**src/rtl/tri_bus_arbiter_pkg.sv**
```systemverilog
// Shared types and widths for the tristate bus arbiter.
package tri_bus_arbiter_pkg;

   typedef enum logic [1:0] {
      IDLE  = 2'd0,
      GRANT = 2'd1,
      TURN  = 2'd2
   } arb_state_t;

   localparam int unsigned TURN_W = 3;
   localparam int unsigned HOLD_W = 8;

   function automatic int unsigned ptr_width(input int unsigned n);
      return $clog2(n);
   endfunction

endpackage

```
**src/rtl/tri_bus_arbiter_if.sv**
```systemverilog
// Request/grant/enable bundle between requesters and the arbiter.
interface tri_bus_arbiter_if #(
   parameter int unsigned N = 4
) ();
   logic [N-1:0] REQ;
   logic [N-1:0] GNT;
   logic [N-1:0] ENA;
   logic         BUSY;
   logic         TIMEOUT;

   modport master (input REQ, output GNT, output ENA, output BUSY, output TIMEOUT);
   modport slave  (output REQ, input GNT, input ENA, input BUSY, input TIMEOUT);
endinterface

```
**src/rtl/tri_bus_arbiter_rr_pick.sv**
```systemverilog
// Combinational round-robin pick: first asserted request at or above ptr_i, wrapping.
import tri_bus_arbiter_pkg::*;

module rr_pick #(
   parameter int unsigned N     = 4,
   parameter int unsigned PTR_W = 2
) (
   input  logic [N-1:0]     req_i,
   input  logic [PTR_W-1:0] ptr_i,
   output logic [N-1:0]     win_o,
   output logic             valid_o
);

   logic [PTR_W-1:0] idx;

   always_comb begin
      win_o   = '0;
      valid_o = 1'b0;
      idx     = '0;
      for (int unsigned i = 0; i < N; i++) begin
         idx = PTR_W'((32'(ptr_i) + i) % N);
         if (!valid_o && req_i[idx]) begin
            win_o[idx] = 1'b1;
            valid_o    = 1'b1;
         end
      end
   end

endmodule

```
**src/rtl/tri_bus_arbiter.sv**
```systemverilog
// Round-robin owner selection for a shared tristate bus with enforced turnaround.
// Optional hold-timeout revoke enabled by defining TRI_BUS_ARBITER_TIMEOUT_EN.
import tri_bus_arbiter_pkg::*;

module tri_bus_arbiter #(
   parameter int unsigned N           = 4,
   parameter int unsigned TURN_CYCLES = 1,
   parameter int unsigned MAX_HOLD    = 8
) (
   input  logic              CLK,
   input  logic              RST,
   tri_bus_arbiter_if.master bus
);

   localparam int unsigned PTR_W = ptr_width(N);

   if (N < 2 || N > 16 || TURN_CYCLES < 1 || TURN_CYCLES > 7 ||
       MAX_HOLD < 2 || MAX_HOLD > 255) begin : g_param_check
      $error("tri_bus_arbiter: parameter out of legal range");
   end

   arb_state_t        state_q, state_d;
   logic [N-1:0]      gnt_q, gnt_d;
   logic [PTR_W-1:0]  ptr_q, ptr_d;
   logic [TURN_W-1:0] turn_q, turn_d;
   logic              busy_q, busy_d;
   logic [N-1:0]      win;
   logic              win_vld;
   logic [PTR_W-1:0]  win_idx, ptr_after;
   logic              holder_req, arb_now;
`ifdef TRI_BUS_ARBITER_TIMEOUT_EN
   logic [HOLD_W-1:0] hold_q, hold_d;
   logic              timeout_q, timeout_d;
   logic              other_req;
`endif

   rr_pick #(.N(N), .PTR_W(PTR_W)) u_pick (
      .req_i   (bus.REQ),
      .ptr_i   (ptr_q),
      .win_o   (win),
      .valid_o (win_vld)
   );

   always_comb begin
      win_idx = '0;
      for (int unsigned i = 0; i < N; i++) begin
         if (win[i]) win_idx = PTR_W'(i);
      end
   end

   assign ptr_after  = (win_idx == PTR_W'(N - 1)) ? '0 : win_idx + 1'b1;
   assign holder_req = |(bus.REQ & gnt_q);
   // Arbitration happens from IDLE and on the last turnaround cycle only.
   assign arb_now    = (state_q == IDLE) ||
                       (state_q == TURN && turn_q == TURN_W'(TURN_CYCLES - 1));
`ifdef TRI_BUS_ARBITER_TIMEOUT_EN
   assign other_req  = |(bus.REQ & ~gnt_q);
`endif

   always_comb begin
      state_d = state_q;
      gnt_d   = gnt_q;
      ptr_d   = ptr_q;
      turn_d  = turn_q;
`ifdef TRI_BUS_ARBITER_TIMEOUT_EN
      hold_d    = hold_q;
      timeout_d = 1'b0;
`endif
      unique case (state_q)
         IDLE, TURN: begin
            if (arb_now) begin
               if (win_vld) begin
                  state_d = GRANT;
                  gnt_d   = win;
                  ptr_d   = ptr_after;
`ifdef TRI_BUS_ARBITER_TIMEOUT_EN
                  hold_d  = '0;
`endif
               end else begin
                  state_d = IDLE;
               end
            end else begin
               turn_d = turn_q + 1'b1;
            end
         end
         GRANT: begin
            if (!holder_req) begin
               state_d = TURN;
               gnt_d   = '0;
               turn_d  = '0;
            end
`ifdef TRI_BUS_ARBITER_TIMEOUT_EN
            // Revoke only when someone else is waiting; pointer already points past holder.
            else if (hold_q >= HOLD_W'(MAX_HOLD - 1) && other_req) begin
               state_d   = TURN;
               gnt_d     = '0;
               turn_d    = '0;
               timeout_d = 1'b1;
            end else if (hold_q != HOLD_W'(MAX_HOLD)) begin
               hold_d = hold_q + 1'b1;
            end
`endif
         end
         default: state_d = IDLE;
      endcase
      busy_d = (state_d != IDLE);
   end

   always_ff @(posedge CLK) begin
      if (RST) begin
         state_q <= IDLE;
         gnt_q   <= '0;
         ptr_q   <= '0;
         turn_q  <= '0;
         busy_q  <= 1'b0;
`ifdef TRI_BUS_ARBITER_TIMEOUT_EN
         hold_q    <= '0;
         timeout_q <= 1'b0;
`endif
      end else begin
         state_q <= state_d;
         gnt_q   <= gnt_d;
         ptr_q   <= ptr_d;
         turn_q  <= turn_d;
         busy_q  <= busy_d;
`ifdef TRI_BUS_ARBITER_TIMEOUT_EN
         hold_q    <= hold_d;
         timeout_q <= timeout_d;
`endif
      end
   end

   assign bus.GNT  = gnt_q;
   assign bus.ENA  = gnt_q;
   assign bus.BUSY = busy_q;
`ifdef TRI_BUS_ARBITER_TIMEOUT_EN
   assign bus.TIMEOUT = timeout_q;
`else
   assign bus.TIMEOUT = 1'b0;
`endif

endmodule

```
**src/flat_wrapper.sv**
```systemverilog
// flat-port wrapper written by rule: the top's interface ports become plain ports
module tri_bus_arbiter_flat 
#(
   parameter int unsigned N           = 4,
   parameter int unsigned TURN_CYCLES = 1,
   parameter int unsigned MAX_HOLD    = 8
)
  (CLK, RST, bus_REQ, bus_GNT, bus_ENA, bus_BUSY, bus_TIMEOUT);
  tri_bus_arbiter_if #(.N(N)) bus_i ();
  input  logic CLK;
  input  logic RST;
  input wire logic [$bits(bus_i.REQ)-1:0] bus_REQ;
  output wire logic [$bits(bus_i.GNT)-1:0] bus_GNT;
  output wire logic [$bits(bus_i.ENA)-1:0] bus_ENA;
  output wire logic [$bits(bus_i.BUSY)-1:0] bus_BUSY;
  output wire logic [$bits(bus_i.TIMEOUT)-1:0] bus_TIMEOUT;
  assign bus_i.REQ = bus_REQ;
  assign bus_GNT = bus_i.GNT;
  assign bus_ENA = bus_i.ENA;
  assign bus_BUSY = bus_i.BUSY;
  assign bus_TIMEOUT = bus_i.TIMEOUT;
  tri_bus_arbiter #(.N(N), .TURN_CYCLES(TURN_CYCLES), .MAX_HOLD(MAX_HOLD)) u_core (.CLK(CLK), .RST(RST), .bus(bus_i));
endmodule
```
**config.mk**
```make
export PLATFORM = sky130hd
export DESIGN_NAME = tri_bus_arbiter_flat
export DESIGN_NICKNAME = d
export VERILOG_FILES = /design/src/rtl/tri_bus_arbiter_pkg.sv /design/src/rtl/tri_bus_arbiter_if.sv /design/src/rtl/tri_bus_arbiter_rr_pick.sv /design/src/rtl/tri_bus_arbiter.sv /design/src/flat_wrapper.sv
export SDC_FILE = /design/constraint.sdc
export NUM_CORES = 1
export LEC_CHECK = 0
export ABC_AREA = 1
export CAP_MARGIN = 20
export CORE_MARGIN = 4
export CORE_UTILIZATION = 60
export CTS_BUF_LIST = sky130_fd_sc_hd__clkbuf_8
export CTS_CLUSTER_DIAMETER = 200
export DETAILED_ROUTE_END_ITERATION = 12
export PLACE_DENSITY_LB_ADDON = 0.25
export REMOVE_ABC_BUFFERS = 1
export SLEW_MARGIN = 5
export SYNTH_ARGS = -nofsm -noshare
export SYNTH_HDL_FRONTEND = slang
export SYNTH_SLANG_ARGS = --single-unit
```
**constraint.sdc**
```tcl
create_clock -name CLK -period 4.1 [get_ports CLK]
set_input_delay 0.82 -clock CLK [delete_from_list [all_inputs] [get_ports CLK]]
set_output_delay 0.82 -clock CLK [all_outputs]
set_load 0.1 [all_outputs]
```
==> results of run 1 <==
-- cell families after synthesis --
group | after synthesis
buffers and inverters | 28
adders and majority gates | 8
DFF | 12
and+or+nand+nor | 95
other | 1
AOI/OAI and AO/OA | 18
-- cells in the mapped netlist, types with 2 or more instances --
library cell	count
nand3_1	22
inv_2	3
buf_4	5
nand2_1	46
a21oi_1	10
nand2_2	5
nor2_1	11
inv_1	16
dfxtp_1	12
o21ai_0	3
nand2_8	2
ha_1	8
nand3_4	3
-- path summary, 6_finish.rpt --
check	from	end	slack, ps	cells past startpoint
min reg2reg	u_core.bus.ENA[3]$_SDFFE_PP0P_	u_core.bus.ENA[3]$_SDFFE_PP0P_	500	2
max	u_core.bus.ENA[2]$_SDFFE_PP0P_	bus_ENA[2]	1500	1
min	u_core.bus.ENA[3]$_SDFFE_PP0P_	u_core.bus.ENA[3]$_SDFFE_PP0P_	500	2
max reg2reg	u_core.ptr_q[0]$_SDFFE_PP0P_	u_core.bus.ENA[1]$_SDFFE_PP0P_	1820	11
-- metal layers --
metal  GRT usage  up-vias
met5           0        -
met4      0.0493        0
met3      0.0475        2
met2       0.359       52
met1       0.281      467
li1            -      533
-- flip-flops by register name, indices dropped and copies added (netlist names) --
| register | cells |
|---|---|
| u_core.bus.ENA | 4 |
| u_core.turn_q | 3 |
| u_core.ptr_q | 2 |
| u_core.state_q | 2 |
| u_core.bus.BUSY | 1 |
-- final cells by class --
type                            instances  area, µm²
Clock buffer                            3       41.3
Fill cell                             137        469
Inverter                               21       88.8
Multi-Input combinational cell        122        716
Sequential cell                        12        240
Tap cell                               25       31.3
Timing Repair Buffer                   14        140
-- where the power goes --
part | switching (mW) | internal, mW
logic | 0.593 | 0.222
clock network | 0.0379 | 0.0643
registers | 0.0512 | 0.157
total | 0.682 | 0.443
-- cell usage in the layout (no fill, tap or decap), types with 2 or more instances in the layout --
cell type and n:
nand2_1 46, nand3_1 22, inv_1 16, clkdlybuf4s50_1 14, dfxtp_1 12, nor2_1 11
a21oi_1 10, ha_1 8, nand2_2 5, inv_2 3, nand3_4 3, o21ai_0 3
clkbuf_8 3, nand2_8 2
-- per-stage QoR --
stage | setup slack, ps | hold WS [ps] | cells | total power, mW | util
2_1_floorplan | 1540 | 454 | 155 | 0.852 | -
3_3_place_gp | 1620 | 472 | 194 | 0.997 | 0.704
3_5_place_dp | 1560 | 492 | 194 | 1.01 | 0.704
4_1_cts | 1490 | 500 | 197 | 1.12 | 0.728
5_1_grt | 1440 | 512 | 197 | 1.21 | 0.728
6_report | 1500 | 495 | 197 | 1.13 | 0.728
==> reports/metrics.yaml, run 1 <==
clocking:
  cts_tree: "yes"
  post_cts_buffers: 0
  clk_latency_ps: 230
  clk_pin_slew_ps: 50
  cts_buffers: 3
  cts-root-buf: "clkbuf_8"
  cts_resized: 0
  cts_hold_buf: 0
  h-tree-depth: 1
  clockBufferDepth: 2
  cts.sinks: 12
routing:
  wl_per_cell_um: 12.2
  dr_wl_met2_um: 1200
  vias_per_cell: 5.35
  drt-met1-wl_um: 1040
  drcViolationCount: 0
  drt-initial-drc-count: 52
  dr_wl_met3_um: 161
  top_layer_used: "met4"
  ant_nets: 0
  firstDrtPassIters: 4
  num_vias: 1054
  totalWireLength_um: 2410
grt:
  grt_usage: 0.215
  antenna_found_initial: 0
  grt_start_max_net_pins: 12
  grt_pass1_wl_um: 4410
  grt_pass1_vias: 1014
  grt.overflow.total: 0
yosys:
  ys.flop_type: "dfxtp_1"
  netlist_top_cells_area: "dfxtp_1 22%, nand2_1 16%, nand3_1 10%"
  yosys_register_bits: 12
  synth_top_cell_area_share: 0.219
  synth_cell_types: 29
  synth_xor_area_frac: 0
  yosys_warnings: 0
  ys_seq_area_frac: 0.219
  yosys.area.top_type: "dfxtp_1"
  synth-compound-area-share: 0.0992
  muxShareOfSynthArea: 0
  synth.avg_cell_area_um2: 6.77
  synth-edff-count: 0
  async_reset_ff_frac: 0
  synth_simple_gate_area_frac: 0.458
  synth_cells: 162
  synthAdderAreaFrac: 0.0912
  syn_area_um2: 1100
  synth_top_family_by_area: "simple AND/OR/NAND/NOR gates"
worst_setup_path:
  cp.required_ps: 3280
  cp_top_family: "buffers and inverters"
  slowest_stage: "clkdlybuf4s50_1"
  critical-path-max-stage-delay_ps: 1170
  path_buf_inv: 1
  critPathKind: "flop to output port"
  crit_path_end_kind: "output port"
  path_max_fanout: 4
  crit_chain: "clkdlybuf4s50_1"
  startpoint_type: "flop"
  cp.arrival_ps: 1780
sta:
  hold_viol_final: 0
  fin_crit_sh: 0.634
  setup_violations: 0
  fin_crit_ps: 2600
  rsz0062_at_grt: "no"
  finClkSkew_ps: 4.35
  tightest_slew_ps: 982
  max_freq_ghz: 0.385
  relSlewSlack: 0.343
  setup_tns_ps: 0
  drv_slew: 0
pwr:
  powerDensity_nw_per_um2: 895
  vdd_ir_drop_max_mv: 0.714
  p_leak_nw: 0.576
placed_design:
  io_buffers: 14
  dp_hpwl_um: 1870
  place_area_um2: 1220
  gp_congestion: 0.871
die:
  fp.dieW_um: 50.8
  die-area_um2: 2580
  start_util: 0.636
  core_area_um2: 1730
  core.rowCount: 15
  die_h_um: 50.8
  io_pins: 16
worst_hold_path:
  hold_path.class: "flop to flop"
run:
  max_cap_viol_count: 0
outcome:
  status: "completed"
cells_and_area:
  num_antenna_cells: 0
  drive_gt1_frac: 0.134
  final_area_um2: 1260
  finalNetCount: 188
  area_delta_synth_final_pct: 14.6
Power figures use the tool's default switching activity.
==> run 2, diff against run 1 <==
--- a/config.mk
+++ b/config.mk
@@ -8,7 +8,7 @@
 export ABC_AREA = 1
 export CAP_MARGIN = 20
 export CORE_MARGIN = 4
-export CORE_UTILIZATION = 60
+export CORE_UTILIZATION = 50
 export CTS_BUF_LIST = sky130_fd_sc_hd__clkbuf_8
 export CTS_CLUSTER_DIAMETER = 200
 export DETAILED_ROUTE_END_ITERATION = 12
==> constraint.sdc (replaced) <==
create_clock -name CLK -period 2.18 [get_ports CLK]
set_input_delay 0.436 -clock CLK [delete_from_list [all_inputs] [get_ports CLK]]
set_output_delay 0.436 -clock CLK [all_outputs]
set_load 0.1 [all_outputs]
==> run 2 against run 1 <==
Compared with the run above:
- sequential cell count did not move
- final cell count rose by 3.0%
- clock-buffer cell count rose by 1
- combinational power rose by 93%
- global-route usage fell by 2.4 points
- critical path depth rose by 11
- worst hold slack got worse by 9.0 ps
- routed wire length barely moved
- non-clock buffer count rose by 3
- clock power rose by 140%
==> reports/metrics.yaml, run 2 (synthesis gave the netlist of run 1 again) <==
worst_setup_path:
  crit_path_end_kind: "flop"
  critPathKind: "flop to flop"
  cp.required_ps: 2290  # -990 ps
  r2r_start: "u_core.ptr_q[0]$_SDFFE_PP0P_"
  path_max_fanout: 9  # +5
  rr_worst_depth: 12  # +1
  reg2reg_to: "u_core.ptr_q[0]$_SDFFE_PP0P_"
  cp.arrival_ps: 2030  # +250 ps
  startpoint_type: "flop"
  reg2reg_slack_ps: 260  # -1560 ps
routing:
  drt-initial-drc-count: 25  # -52%
  vias_per_cell: 5.23  # -2.3%
  num_vias: 1061  # +0.66%
  drcViolationCount: 0  # unchanged
  wl_per_cell_um: 11.9  # -3.0%
  totalWireLength_um: 2410  # about the same
  firstDrtPassIters: 4  # unchanged
  ant_nets: 0  # unchanged
placed_design:
  gp_congestion: 0.906  # +4.0%
  io_buffers: 14  # unchanged
  post-place-cells: 199  # +2.6%
  dp_hpwl_um: 1960  # +4.6%
grt:
  grtUsageMet1: 0.240  # -0.0413
  grt_pass1_wl_um: 4220  # -4.4%
  grt_usage: 0.191  # -0.0244
  busiest_layer: "met2"
  use_met2: 0.335  # -0.0240
  grtUsageMet3: 0.0518  # +0.00429
  grt_pass1_vias: 1011  # -0.30%
  antenna_found_initial: 0  # unchanged
  grt_start_max_net_pins: 11  # -1
  grt.overflow.total: 0  # unchanged
pwr:
  p_comb_frac: 0.725  # about the same
  switching_share: 0.594  # -0.0123
  powerDensity_nw_per_um2: 1700  # +90%
  p_leak_nw: 0.615  # +6.7%
  vdd_ir_drop_max_mv: 1.18  # +65%
  clock_power_share: 0.111  # +0.020
  p_int_mw: 0.880  # +99%
  p_switching_mw: 1.29  # +89%
  p_seq_frac: 0.164  # -0.021
sta:
  finClkSkew_ps: 2.54  # -1.81 ps
  drv_slew: 0  # unchanged
  fin_crit_ps: 1920
  rsz0062_at_grt: "no"
  setup_tns_ps: 0  # unchanged
  max_freq_ghz: 0.521
  hold_viol_final: 0  # unchanged
  setup_violations: 0  # unchanged
  fin_crit_sh: 0.880
clocking:
  cts_tree: "yes"
  cts_hold_buf: 0  # unchanged
  post_cts_buffers: 0  # unchanged
  clk_pin_slew_ps: 50  # about the same
  cts.sinks: 12  # unchanged
  cts-root-buf: "clkbuf_8"
  clockBufferDepth: 2  # unchanged
  cts_resized: 0  # unchanged
  clk_latency_ps: 240  # about the same
  h-tree-depth: 1  # unchanged
  cts_buffers: 3  # unchanged
die:
  io_pins: 16  # unchanged
  core_area_um2: 2020  # +17%
  start_util: 0.543  # -0.0928
  die-area_um2: 3010  # +17%
  die_h_um: 54.8  # +8.0%
  core.rowCount: 16  # +1
  fp.dieW_um: 54.8  # +8.0%
cells_and_area:
  final_common_cell: "nand2_1"
  final_cell_mix: "46 x nand2_1, 22 x nand3_1, 16 x inv_1"
  finalNetCount: 191  # +1.6%
  final_util: 0.630  # -0.0983
  fillers: 201  # +47%
  largest_reg_flops: 4  # unchanged
  num_antenna_cells: 0  # unchanged
  drive_gt1_frac: 0.205  # +0.0708
  final_cells: 203  # +3.0%
  area_delta_synth_final_pct: 16.1
worst_hold_path:
  hold_path.class: "flop to flop"
  hold_path_startpoint: "u_core.turn_q[0]$_SDFFE_PP0P_"
  hold_end: "u_core.turn_q[0]$_SDFFE_PP0P_"
  min_path_cells: 1  # -1
run:
  max_cap_viol_count: 0  # unchanged
outcome:
  status: "completed"
[run 2: cell count changes in the layout (fill, tap and decap cells not counted), sizes merged]
cell / previous run / this run
clkdlybuf4s50: 14 / 5
clkbuf: 3 / 4
buf: 0 / 12
[run 2: how the worst max path moves through the flow]
stage / slack [ps] / end / depth (start not counted) / start
after detailed placement: 60 / u_core.ptr_q[0]$_SDFFE_PP0P_ / 11 / bus_REQ[2]
after global routing: 60 / u_core.ptr_q[0]$_SDFFE_PP0P_ / 13 / u_core.ptr_q[0]$_SDFFE_PP0P_
after CTS: 270 / u_core.ptr_q[0]$_SDFFE_PP0P_ / 12 / u_core.ptr_q[0]$_SDFFE_PP0P_
final: 260 / u_core.ptr_q[0]$_SDFFE_PP0P_ / 12 / u_core.ptr_q[0]$_SDFFE_PP0P_
after floorplan: -380 / u_core.turn_q[2]$_SDFFE_PP0P_ / 8 / u_core.bus.ENA[1]$_SDFFE_PP0P_
after global placement: 80 / u_core.bus.ENA[0]$_SDFFE_PP0P_ / 9 / bus_REQ[2]
[run 2: per-layer routing]
layer  up-vias  routed length (µm)
met3         0                 150
met5         -                   0
met1       492                1040
met2        32                1220
met4         0                   0
li1        537                   -
[run 2: power groups by stage]
stage	clock network [mW]	logic (mW)	registers [mW]
4_1_cts	0.245	1.57	0.358
3_3_place_gp	0	1.54	0.358
6_report	0.240	1.57	0.357
5_1_grt	0.258	1.70	0.368
3_5_place_dp	0	1.56	0.361
2_1_floorplan	0	0.798	0.804
[run 2: area by class of cell]
class	instances	area, µm²	share of cell area
clock buffers	4	55.1	0.0432
multi-input cells	122	716	0.562
well taps	27	33.8	0.0265
repair buffers	17	140	0.110
flip-flops and latches	12	240	0.189
inverters	21	88.8	0.0697
[run 2: worst max-delay path: stages (launching register included)]
cell	delay (ps)
dfxtp_1	420
inv_8	80
ha_1	360
inv_1	110
nand3_1	90
nand2_2	120
nand2_1	90
nor2_2	140
nand2_1	90
nand3_1	110
nand2_1	60
nand2_1	60
a21oi_1	50
[run 2: stage by stage]
step | power, mW | setup slack, ps | cell area (µm²) | hold WS [ps]
finish | 2.17 | 261 | 1270 | 486
global route | 2.33 | 62.6 | 1270 | 529
CTS | 2.17 | 267 | 1270 | 497
detailed placement | 1.92 | 62.8 | 1220 | 484
global placement | 1.90 | 84.0 | 1220 | 471
floorplan | 1.60 | -378 | 1040 | 454
